==> src/rtl/rv32_pkg.sv <==
// Shared encodings for the rv32_core slice: opcode field values, ALU op codes,
// store size encoding and load/branch funct3 values.
package rv32_pkg;

  localparam int unsigned XLEN = 32;
  localparam int unsigned NREG = 32;
  localparam int unsigned RIDX = 5;

  // inst[6:2] major opcodes
  localparam logic [4:0] OPC_LUI    = 5'b01101;
  localparam logic [4:0] OPC_AUIPC  = 5'b00101;
  localparam logic [4:0] OPC_JAL    = 5'b11011;
  localparam logic [4:0] OPC_JALR   = 5'b11001;
  localparam logic [4:0] OPC_BRANCH = 5'b11000;
  localparam logic [4:0] OPC_LOAD   = 5'b00000;
  localparam logic [4:0] OPC_STORE  = 5'b01000;
  localparam logic [4:0] OPC_OPIMM  = 5'b00100;
  localparam logic [4:0] OPC_OP     = 5'b01100;

  typedef enum logic [2:0] {
    ALU_ADD  = 3'b000,
    ALU_SLL  = 3'b001,
    ALU_SLT  = 3'b010,
    ALU_SLTU = 3'b011,
    ALU_XOR  = 3'b100,
    ALU_SRL  = 3'b101,
    ALU_OR   = 3'b110,
    ALU_AND  = 3'b111
  } alu_op_e;

  typedef enum logic [1:0] {
    MSZ_NONE = 2'b00,
    MSZ_BYTE = 2'b01,
    MSZ_HALF = 2'b10,
    MSZ_WORD = 2'b11
  } memsize_e;

  localparam logic [2:0] LD_LB  = 3'b000;
  localparam logic [2:0] LD_LH  = 3'b001;
  localparam logic [2:0] LD_LW  = 3'b010;
  localparam logic [2:0] LD_LBU = 3'b100;
  localparam logic [2:0] LD_LHU = 3'b101;

  localparam logic [2:0] ST_SB = 3'b000;
  localparam logic [2:0] ST_SH = 3'b001;
  localparam logic [2:0] ST_SW = 3'b010;

  localparam logic [2:0] BR_BEQ  = 3'b000;
  localparam logic [2:0] BR_BNE  = 3'b001;
  localparam logic [2:0] BR_BLT  = 3'b100;
  localparam logic [2:0] BR_BGE  = 3'b101;
  localparam logic [2:0] BR_BLTU = 3'b110;
  localparam logic [2:0] BR_BGEU = 3'b111;

  // Right-aligned load data extended according to the load funct3.
  function automatic logic [XLEN-1:0] load_extend(input logic [2:0] f3,
                                                  input logic [XLEN-1:0] d);
    case (f3)
      LD_LB:   return {{24{d[7]}}, d[7:0]};
      LD_LH:   return {{16{d[15]}}, d[15:0]};
      LD_LW:   return d;
      LD_LBU:  return {24'b0, d[7:0]};
      LD_LHU:  return {16'b0, d[15:0]};
      default: return '0;
    endcase
  endfunction

endpackage

==> src/rtl/rv32_alu.sv <==
// RV32I integer ALU: funct3-coded op, op2 selects SUB/SRA.
module rv32_alu
  import rv32_pkg::*;
(
  input  logic [XLEN-1:0] x,
  input  logic [XLEN-1:0] y,
  input  alu_op_e         op,
  input  logic            op2,
  output logic [XLEN-1:0] result,
  output logic            zero
);

  logic [4:0] shamt;
  assign shamt = y[4:0];

  always_comb begin
    result = '0;
    case (op)
      ALU_ADD:  result = op2 ? (x - y) : (x + y);
      ALU_SLL:  result = x << shamt;
      ALU_SLT:  result = XLEN'($signed(x) < $signed(y));
      ALU_SLTU: result = XLEN'(x < y);
      ALU_XOR:  result = x ^ y;
      ALU_SRL:  result = op2 ? XLEN'($signed(x) >>> shamt) : (x >> shamt);
      ALU_OR:   result = x | y;
      ALU_AND:  result = x & y;
      default:  result = '0;
    endcase
  end

  assign zero = (result == '0);

endmodule

==> src/rtl/rv32_core.sv <==
// Single-cycle RV32I core: PC, inline decoder, 32x32 register file, ALU.
// Optional debug register-load/mirror ports when DEBUG_REGFILE_EN is defined.
module rv32_core
  import rv32_pkg::*;
#(
  parameter logic [XLEN-1:0] RESET_PC = 32'h0000_0000
) (
  input  logic                 i_clk,
  input  logic                 i_rst,
  input  logic [XLEN-1:0]      i_inst,
  input  logic [XLEN-1:0]      i_mem,
`ifdef DEBUG_REGFILE_EN
  input  logic                 i_dload,
  input  logic [RIDX-1:0]      i_daddr,
  input  logic [XLEN-1:0]      i_ddata,
  output logic [NREG*XLEN-1:0] o_reg,
`endif
  output logic                 o_write,
  output logic                 o_load,
  output logic [XLEN-1:0]      o_pc,
  output logic [XLEN-1:0]      o_mem,
  output logic [XLEN-1:0]      o_addr,
  output logic [1:0]           o_memsize
);

  logic [XLEN-1:0] pc;
  logic [XLEN-1:0] regs [NREG];

  logic [4:0]      opcode;
  logic [2:0]      funct3;
  logic [RIDX-1:0] rd, rs1, rs2;
  logic [XLEN-1:0] rs1_val, rs2_val;
  logic [XLEN-1:0] imm_i, imm_s, imm_b, imm_j, imm_u;
  logic [XLEN-1:0] pc_plus4;

  logic [XLEN-1:0] alu_x, alu_y, alu_res;
  alu_op_e         alu_op;
  logic            alu_op2, alu_zero;

  logic            wb_en, taken;
  logic [XLEN-1:0] wb_data, next_pc;
  memsize_e        msz;

  assign opcode = i_inst[6:2];
  assign funct3 = i_inst[14:12];
  assign rd     = i_inst[11:7];
  assign rs1    = i_inst[19:15];
  assign rs2    = i_inst[24:20];

  assign rs1_val = (rs1 == '0) ? '0 : regs[rs1];
  assign rs2_val = (rs2 == '0) ? '0 : regs[rs2];

  assign imm_i = {{20{i_inst[31]}}, i_inst[31:20]};
  assign imm_s = {{20{i_inst[31]}}, i_inst[31:25], i_inst[11:7]};
  assign imm_b = {{19{i_inst[31]}}, i_inst[31], i_inst[7], i_inst[30:25], i_inst[11:8], 1'b0};
  assign imm_j = {{11{i_inst[31]}}, i_inst[31], i_inst[19:12], i_inst[20], i_inst[30:21], 1'b0};
  assign imm_u = {i_inst[31:12], 12'b0};

  assign pc_plus4 = pc + XLEN'(4);

  rv32_alu u_alu (
    .x      (alu_x),
    .y      (alu_y),
    .op     (alu_op),
    .op2    (alu_op2),
    .result (alu_res),
    .zero   (alu_zero)
  );

  // Branch condition from the compare the ALU was set up to perform.
  always_comb begin
    taken = 1'b0;
    case (funct3)
      BR_BEQ:           taken = alu_zero;
      BR_BNE:           taken = !alu_zero;
      BR_BLT, BR_BLTU:  taken = alu_res[0];
      BR_BGE, BR_BGEU:  taken = !alu_res[0];
      default:          taken = 1'b0;
    endcase
  end

  // Decode: operand/op selection, writeback source, next PC, memory controls.
  // Encodings with inst[1:0] != 2'b11 are outside RV32I and execute as NOP.
  always_comb begin
    alu_x   = rs1_val;
    alu_y   = imm_i;
    alu_op  = ALU_ADD;
    alu_op2 = 1'b0;
    wb_en   = 1'b0;
    wb_data = alu_res;
    next_pc = pc_plus4;
    o_load  = 1'b0;
    o_write = 1'b0;
    msz     = MSZ_NONE;
    if (i_inst[1:0] == 2'b11) begin
      case (opcode)
        OPC_LUI: begin
          alu_x = '0;
          alu_y = imm_u;
          wb_en = 1'b1;
        end
        OPC_AUIPC: begin
          alu_x = pc;
          alu_y = imm_u;
          wb_en = 1'b1;
        end
        OPC_JAL: begin
          wb_en   = 1'b1;
          wb_data = pc_plus4;
          next_pc = pc + imm_j;
        end
        OPC_JALR: begin
          wb_en   = 1'b1;
          wb_data = pc_plus4;
          next_pc = {alu_res[XLEN-1:1], 1'b0};
        end
        OPC_BRANCH: begin
          alu_y = rs2_val;
          case (funct3[2:1])
            2'b10:   alu_op = ALU_SLT;
            2'b11:   alu_op = ALU_SLTU;
            default: alu_op2 = 1'b1;
          endcase
          if (taken) next_pc = pc + imm_b;
        end
        OPC_LOAD: begin
          o_load  = 1'b1;
          wb_en   = 1'b1;
          wb_data = load_extend(funct3, i_mem);
        end
        OPC_STORE: begin
          alu_y   = imm_s;
          o_write = 1'b1;
          case (funct3)
            ST_SB:   msz = MSZ_BYTE;
            ST_SH:   msz = MSZ_HALF;
            ST_SW:   msz = MSZ_WORD;
            default: msz = MSZ_NONE;
          endcase
        end
        OPC_OPIMM: begin
          alu_op  = alu_op_e'(funct3);
          alu_op2 = (alu_op_e'(funct3) == ALU_SRL) && i_inst[30];
          wb_en   = 1'b1;
        end
        OPC_OP: begin
          alu_y   = rs2_val;
          alu_op  = alu_op_e'(funct3);
          alu_op2 = i_inst[30];
          wb_en   = 1'b1;
        end
        default: ;
      endcase
    end
  end

  // PC and register file; debug load overrides the instruction's write.
  always_ff @(posedge i_clk or posedge i_rst) begin
    if (i_rst) begin
      pc <= RESET_PC;
      for (int unsigned k = 0; k < NREG; k++) regs[k] <= '0;
    end else begin
      pc <= next_pc;
      if (wb_en && (rd != '0)) regs[rd] <= wb_data;
`ifdef DEBUG_REGFILE_EN
      if (i_dload && (i_daddr != '0)) regs[i_daddr] <= i_ddata;
`endif
    end
  end

`ifdef DEBUG_REGFILE_EN
  for (genvar k = 0; k < NREG; k++) begin : g_reg_mirror
    assign o_reg[k*XLEN +: XLEN] = regs[k];
  end
`endif

  assign o_pc      = pc;
  assign o_mem     = rs2_val;
  assign o_addr    = alu_res;
  assign o_memsize = msz;

endmodule

==> config.mk <==
export PLATFORM = sky130hd
export DESIGN_NAME = rv32_core
export DESIGN_NICKNAME = d
export VERILOG_FILES = /design/src/rtl/rv32_pkg.sv /design/src/rtl/rv32_alu.sv /design/src/rtl/rv32_core.sv
export SDC_FILE = /design/constraint.sdc
export NUM_CORES = 2
export LEC_CHECK = 0
export ABC_CLOCK_PERIOD_IN_PS = 56400
export BUFFER_PORTS_ARGS = -buffer_cell sky130_fd_sc_hd__buf_2
export CORE_UTILIZATION = 50
export CTS_BUF_LIST = sky130_fd_sc_hd__clkbuf_4 sky130_fd_sc_hd__clkbuf_8 sky130_fd_sc_hd__clkbuf_16
export DETAILED_ROUTE_END_ITERATION = 8
export PLACE_DENSITY = 0.66
export SLEW_MARGIN = 10
export SYNTH_ARGS = -nofsm -noshare
export SYNTH_HDL_FRONTEND = slang
export SYNTH_SLANG_ARGS = --single-unit
export TNS_END_PERCENT = 20
==> constraint.sdc <==
create_clock -name i_clk -period 56.4 [get_ports i_clk]
set_input_delay 11.28 -clock i_clk [delete_from_list [all_inputs] [get_ports i_clk]]
set_output_delay 11.28 -clock i_clk [all_outputs]
set_load 0.05 [all_outputs]
# Word level (Yosys, flattened, before mapping)
# Cells that the tools add are included.
[totals]
word_cells = 137
ff_bits = 1056
inputBits = 66
[op_classes]
eq_ne = 24
n_lt_le_gt_ge = 6
shift = 3
muxes = 40
n_reduce_logical = 20
bitwise_logic = 6
addsub = 5
[ops]
columns = ["op", "count"]
rows = [
  ["$bwmux W1024", 1],
  ["$mux W32", 14],
  ["$bmux W32 S5", 2],
  ["$pmux W32 S8", 1],
  ["$pmux W32 S3", 2],
  ["$demux W32 S5", 1],
  ["$pmux W32 S5", 1],
  ["$pmux W32 S2", 2],
  ["$add A32 B32 Y32", 3],
  ["$lt A32 B32 Y1", 2],
  ["$add A32 B3 Y32 const B", 1],
  ["$and A32 B32 Y32", 1],
  ["$logic_not A32 Y1", 1],
  ["$or A32 B32 Y32", 1],
  ["$shl A32 B5 Y32", 1],
  ["$shr A32 B5 Y32", 1],
  ["$sshr A32 B5 Y32", 1],
  ["$sub A32 B32 Y32", 1],
  ["$xor A32 B32 Y32", 1],
  ["$eq A3 B3 Y1 const B", 8],
  ["$ge A6 B6 Y1 const B", 3],
  ["$not A5 Y6", 3],
  ["$eq A5 B4 Y1 const B", 3],
  ["$eq A5 B5 Y1 const B", 3],
  ["other kinds (20)", 46],
]

# Logic depth before layout (Yosys ltp)
[depth]
word_depth = 16
mapped_depth = 36
ltp_nobuf = 25

# By module
# A second synthesis with hierarchy kept.
[unflattened]
hier_cells = 7224
area_unflattened_um2 = 68665.9
[by_module_without_submodules]
columns = ["module", "instances", "cells_per_inst", "area_each_um2"]
rows = [
  ["rv32_core", 1, 5747, 58976.6],
  ["rv32_alu", 1, 1477, 9689.3],
]

# Worst setup path before layout
# Ideal clock, no wire load.
[synth_timing]
kind = "input to output"
startpoint = "input i_inst[20]"
endpoint = "output o_addr[29]"
t_required_ps = 45120
setup_slack_ps = 25476
stages = 29
t_arrival_ps = 19644
path_cell_list = "buf_4 buf_4 buf_4 buf_2 buf_4 clkbuf_1 clkbuf_1 buf_1 buf_1 mux4_2 mux4_2 mux2i_1 nor2_1 a222oi_1 inv_1 ha_1 clkbuf_1 a21o_1 a21oi_1 o211ai_1 a21oi_1 o21ai_0 a311o_1 a31o_2 a211o_1 a21oi_1 a21oi_1 xnor2_1 o21ai_0"
[synth_between]
elab_chain_len = 10
elab_cells_between_ends = 19
[synth_lines]
columns = ["item", "line_no", "text"]
rows = [
  ["start: declaration", "rv32_core.sv:10", "input logic [XLEN-1:0] i_inst,"],
  ["$not A5 Y6 (implied by the code)", "rv32_core.sv:51", "assign rs2_val = (rs2 == '0) ? '0 : regs[rs2];"],
  ["$bmux W32 S5", "rv32_core.sv:51", ""],
  ["$mux W32 (implied by the code) (2 in series)", "rv32_core.sv:51", ""],
  ["$mux W32 (*)", "rv32_core.sv:51", ""],
  ["via o_mem[13]", "rv32_core.sv:21", "output logic [XLEN-1:0] o_mem,"],
  ["$pmux W32 S3 (*)", "rv32_core.sv:96", "case (opcode)"],
  ["$mux W32 (*)", "rv32_core.sv:95", "if (i_inst[1:0] == 2'b11) begin"],
  ["$add A32 B32 Y32 / $sub A32 B32 Y32 (equally long branches)", "rv32_alu.sv:19", "ALU_ADD: result = op2 ? (x - y) : (x + y);"],
  ["$mux W32 (*)", "rv32_alu.sv:19", ""],
  ["$pmux W32 S8 (*)", "rv32_alu.sv:18", "case (op)"],
  ["end: declaration", "rv32_core.sv:22", "output logic [XLEN-1:0] o_addr,"],
]
# The timed path passes the listed nets; every way through them passes the cells marked *. The select of a mux whose other input is x is not followed.

# Worst setup path in the final report
[layout_timing]
startpoint = "input i_inst[15]"
endpoint = "output o_addr[29]"
[layout_between]
elab_chain_len = 10
elab_cells_between_ends = 21
[layout_lines]
columns = ["item", "line_no", "text"]
rows = [
  ["$not A5 Y6 (implied by the code)", "rv32_core.sv:50", "assign rs1_val = (rs1 == '0) ? '0 : regs[rs1];"],
  ["$bmux W32 S5", "rv32_core.sv:50", ""],
  ["$mux W32 (implied by the code) (2 in series)", "rv32_core.sv:50", ""],
  ["$mux W32", "rv32_core.sv:50", ""],
  ["$pmux W32 S2", "rv32_core.sv:96", ""],
  ["$mux W32", "rv32_core.sv:95", ""],
  ["$add A32 B32 Y32, or another cell as far along", "rv32_alu.sv:19", ""],
  ["$mux W32, on equally long branches", "rv32_alu.sv:19, rv32_alu.sv:24", ""],
  ["$pmux W32 S8 (*)", "rv32_alu.sv:18", ""],
]
# Every way passes the cells marked *; elsewhere a longest branch is shown, timed or not. The select of a mux whose other input is x is not followed.

==> results <==
- The worst reg-to-reg setup slack is ~46 ns.
- The clock transition at the registers of the reported paths is ~0.060 ns.
- The synthesized instance count is 6871.
- The core region is around 130000 um^2.
- The initial antenna violation count is 20.
- The initial core utilization is 50.4%.
- In the final routed layout, each cell accounts on average for 35.6 um.
- The count of antenna-violating nets left after detailed routing is 0.
- The DRC violations left is between 100 and 150.
- The final setup violation count is 0.
- The count of clock tree sinks is ~1100.
- The biggest area contributor in the post-synthesis netlist is dfrtp_1.
- The busiest layer in global routing is met2.
- The first routing iteration left 7983 violations.
- The net count reported at finish is between 6000 and 7000.
- For this run, global-route usage on met1 was measured as between 60% and 70%.
- The worst pin sits at a relative slew slack of a little over a tenth.
- The total clock buffers created by CTS is roughly 110.
- In the post-synthesis netlist, the biggest area contributors are dfrtp_1 39%, mux4_2 17%, o21ai_0 6.6%.
- For this run, the top clock speed supported by timing is 31.0 MHz.
- The reg-to-reg critical path endpoint is o_pc[25]$_DFF_PP0_.
- The number of max-slew violations in the final report is 0.
- The flow ran to the end, but the final reports show violations.
- The worst hold slack across all endpoints is approximately 0.39 ns.
- For the pin with the worst max-slew slack, the measured transition is 1.33 ns.
- The fraction of the yosys area taken by sequential cells is 39.2%.
- Across the VDD grid, the largest voltage drop is about 0.030 mV.
- Summing all multi-input logic gate instances after layout gives 38200 um^2.
- Synthesis inferred roughly 1100 register bits.
- Dividing the synthesized area by the synthesized cell count gives approximately 10 um^2.
- For this run, global-route usage on met2 was measured as 63.9%.
- Of the cells placed in the final design, the portion with a size suffix greater than 1 is a little under a fifth.
- In the routed layout, each cell is associated on average with a via count of roughly 7.
- The die area is between 100000 and 150000 um^2.
- The buffers plus inverters on the worst setup path is 7.
- The clock root buffer is clkbuf_16.
- STA classifies the critical path startpoint as an input port.
- Once the clock tree was built, the resizer swapped 0 gates to a different size.
- The sequential cell area in the final layout is 26400 um^2.
- The largest buffer count on any clock path is 3.
- Entering global routing, the biggest net connects around 180 pins.
- The number of core rows is roughly 130.
- The minimum period implied by the final worst setup slack is ~32 ns.
- Setup repair after global routing left no endpoint under its margin.
- The length in cells of the worst reg-to-reg path is 25.
- The count of boundary I/O pins is around 170.
- The summed negative setup slack over all endpoints is 0 ns.
- The first global-routing pass estimated roughly 430 mm of wire.
- The hold violation total from the final report is 0.
- The worst min-delay path startpoint is regs[994]$_DFFE_PP0P_.
- The horizontal extent of the die is ~370 um.
- The post-detailed-routing wire length is 304 mm.
- The worst-path cell with the longest stage delay is a32oi_1.
- The TritonCTS clock tree is built.
- The signal on the critical path passes through buf_8 -> buf_4 -> buf_4 -> buf_4 -> buf_4 -> mux4_2 -> a22o_1 -> a211o_1 -> a32oi_1 -> inv_1 -> ha_1 -> and3_1 -> nand3_1 -> a21oi_1 -> a21oi_1 -> o21ai_0 -> a311o_1 -> a31o_2 -> a211o_1 -> a21oi_1 -> a21oi_1 -> xnor2_1 -> o21ai_0 -> buf_2.
- The share of the synthesized area in the top cell type is slightly below 40%.
- The number of setup buffers added after CTS is 0.
- In the global route stage, overall resource usage came out at roughly 44%.
- The capture endpoint of the worst hold path is regs[994]$_DFFE_PP0P_.
- In the synthesized netlist the async set-or-reset flop fraction comes to 100%.
- The layout has 11800 filler cells.
- The startpoint of the most critical setup path is i_inst[15].
- The number of port buffers is between 150 and 200.
- The post-route non-filler standard cell count is between 8000 and 9000.
- In this run, synthesis inferred 0 flip-flops with an integrated enable.
- At the worst endpoint, the arrival time is roughly 21 ns.
- The period utilization is roughly 57%.
- In the global route stage, met3 resource usage came out at a little over an eighth.
- The static leakage is between 30 and 40 nW.
- The required time of the worst setup path is about 45 ns.
- The post-layout total power is roughly 2.4 mW.
- The kind of critical path is input port to output pin.
- The clock latency reported for the late side of the worst-skew pair is around 0.77 ns.
- In the synthesized netlist the dominant register cell turns out to be dfrtp_1.
- The H-tree was split into 3 levels.
- The via count of the first global-routing pass is 57400.
- At the end of routability-driven placement, the weighted congestion stood at 1.07.
- The placed wire-length estimate after detailed placement is 201 mm.
- The element type at the critical path end is an output pin.
- The number of iterations in the first detailed-routing pass is 9.
- The routed layout has 60300 vias.
- The checks that failed: DRC.
- The worst stage delay on the critical path is around 0.86 ns.
- The hold buffer count at cts is 0.
- On the critical path the largest part of the delay comes from compound AO/OA/AOI/OAI gates.
- Including well taps, the total number of placed cells is slightly above 8000.
- During synthesis, Yosys emitted a total of 0 warnings.
- For this run the aggregate overflow at the end of global routing stands at 0.
- The synthesized netlist contains ~110 unique library cells.
- The number of cells traversed by the worst hold path is 0.
- The launch point of the worst reg-to-reg path is regs[161]$_DFFE_PP0P_.
- Power spread over the standard cell area amounts to between 30 and 40 nW/um^2.
- Summing every instance area after synthesis gives roughly 67000 um^2.
- The worst clock skew is roughly 0.058 ns.
- The tool flagged a number of max-cap violations equal to 0.
- When the netlist entered floorplanning its net count stood at about 7100.
- The die is between 300 and 400 um tall.
- The kind of path behind the tightest hold check is register to register.
- The layout overhead on the synthesized area is 9.33%.
- The maximum net fanout on the critical path is between 40 and 50.
## cell usage in the layout, fill, tap and decap left out, types with 75 or more instances in the layout
cell | netlist | layout
a21oi_1 | 463 | 437
a22o_1 | 75 | 75
buf_2 | 55 | 158
buf_4 | 19 | 202
clkbuf_16 | 0 | 113
dfrtp_1 | 1055 | 1055
ha_1 | 141 | 141
inv_1 | 115 | 113
mux2i_1 | 172 | 172
mux4_2 | 494 | 494
nand2_1 | 956 | 933
nand3_1 | 138 | 138
nor2_1 | 513 | 509
o21ai_0 | 891 | 891
## area by class of cell
| type | count | area share (%) |
|---|---|---|
| timing repair buffer | 366 | 3.27 |
| clock buffer | 170 | 4.67 |
| antenna | 8 | 0.0272 |
| sequential | 1055 | 35.8 |
| tap | 1768 | 3.00 |
| clock inverter | 38 | 0.708 |
| inverter | 121 | 0.630 |
| multi-input combinational | 5006 | 51.8 |
## worst max-delay path by stage
stage               cells after the start                  to
floorplan                               1  o_pc[10]$_DFF_PP0_
global placement                       23          o_addr[30]
detailed placement                     24          o_addr[29]
CTS                                    24          o_addr[29]
global route                           24           o_addr[0]
finish                                 24          o_addr[29]
## where the power goes
part / internal (mW) / total (mW) / switching, mW
Clock: 0.459 / 0.792 / 0.333
Combinational: 0.216 / 0.676 / 0.460
Sequential: 0.809 / 0.887 / 0.0776
## Yosys cell counts (all sizes together), types with 13 or more instances
cell and instances:
a211o 61, a211oi 50, a21boi 13, a21o 33
a21oi 464, a221o 30, a221oi 54, a22o 75
a22oi 37, a31oi 38, a32oi 30, and2 41
and3 40, buf 160, clkbuf 529, dfrtp 1055
ha 141, inv 120, mux2 33, mux2i 172
mux4 497, nand2 958, nand2b 26, nand3 140
nand4 27, nor2 513, nor2b 31, nor3 66
nor4 20, o211ai 38, o21ai 910, o21bai 16
o221ai 72, o22ai 44, o31ai 14, or3 20
or4 17, xnor2 68, xor2 46
## worst register-to-register path, cell delays in order, from the launching register on
cell and delay, ns:
dfrtp_1 0.40, mux4_2 0.59, a22o_1 0.27, a211oi_1 0.33
or3_1 0.60, nand2_1 0.16, buf_4 0.32, inv_2 0.13
buf_4 0.46, ha_1 0.23, o21ba_2 0.17, nor4_1 0.37
a211o_1 0.22, nand4_1 0.21, a21oi_1 0.65, a31oi_1 0.44
o311a_1 0.44, a21oi_1 0.14, xor2_1 0.17, nor2_1 0.05
or4b_2 0.84, or4b_2 0.78, nor3_2 0.28, a211oi_2 0.09
o21ai_1 1.05, o221ai_1 0.38
## through the flow
| step | util [%] | setup slack (ns) | cell area (um^2) |
|---|---|---|---|
| after global placement | 52.1 | 24.44 | 69700 |
| after floorplan | - | 15.42 | 67400 |
| after global routing | 55.1 | 23.76 | 73600 |
| after detailed placement | 52.1 | 24.37 | 69700 |
| after CTS | 55.1 | 24.35 | 73600 |
| final | 55.1 | 24.16 | 73700 |
## layer usage
| metal | part of all wire (%) | vias to the layer above | wire (um) |
|---|---|---|---|
| met2 | 43 | 3972 | 130000 |
| met4 | 5.7 | 8 | 17200 |
| met3 | 12 | 796 | 37300 |
| met1 | 39 | 30600 | 120000 |
| li1 | - | 25000 | - |
| met5 | 0.015 | - | 46 |
## flip-flops by register name (all words and copies together), names as in the netlist
name,count
regs,1024
o_pc,31
## logic make-up (layout without fill, tap and decap cells)
logic type / count (synthesis) / after routing / synth area share (%)
AO/OA/AOI/OAI: 2091 / 2091 / 19.2
XOR/XNOR: 114 / 114 / 1.48
adder cells (fa/ha/maj): 145 / 145 / 2.74
buffers and inverters: 810 / 695 / 5.10
flip-flops: 1055 / 1055 / 39.2
multiplexers: 702 / 702 / 19.7
other: 1 / 9 / 0.00557
AND/OR/NAND/NOR: 1953 / 1953 / 12.6
Note: power is estimated with default switching activity, not from simulation.
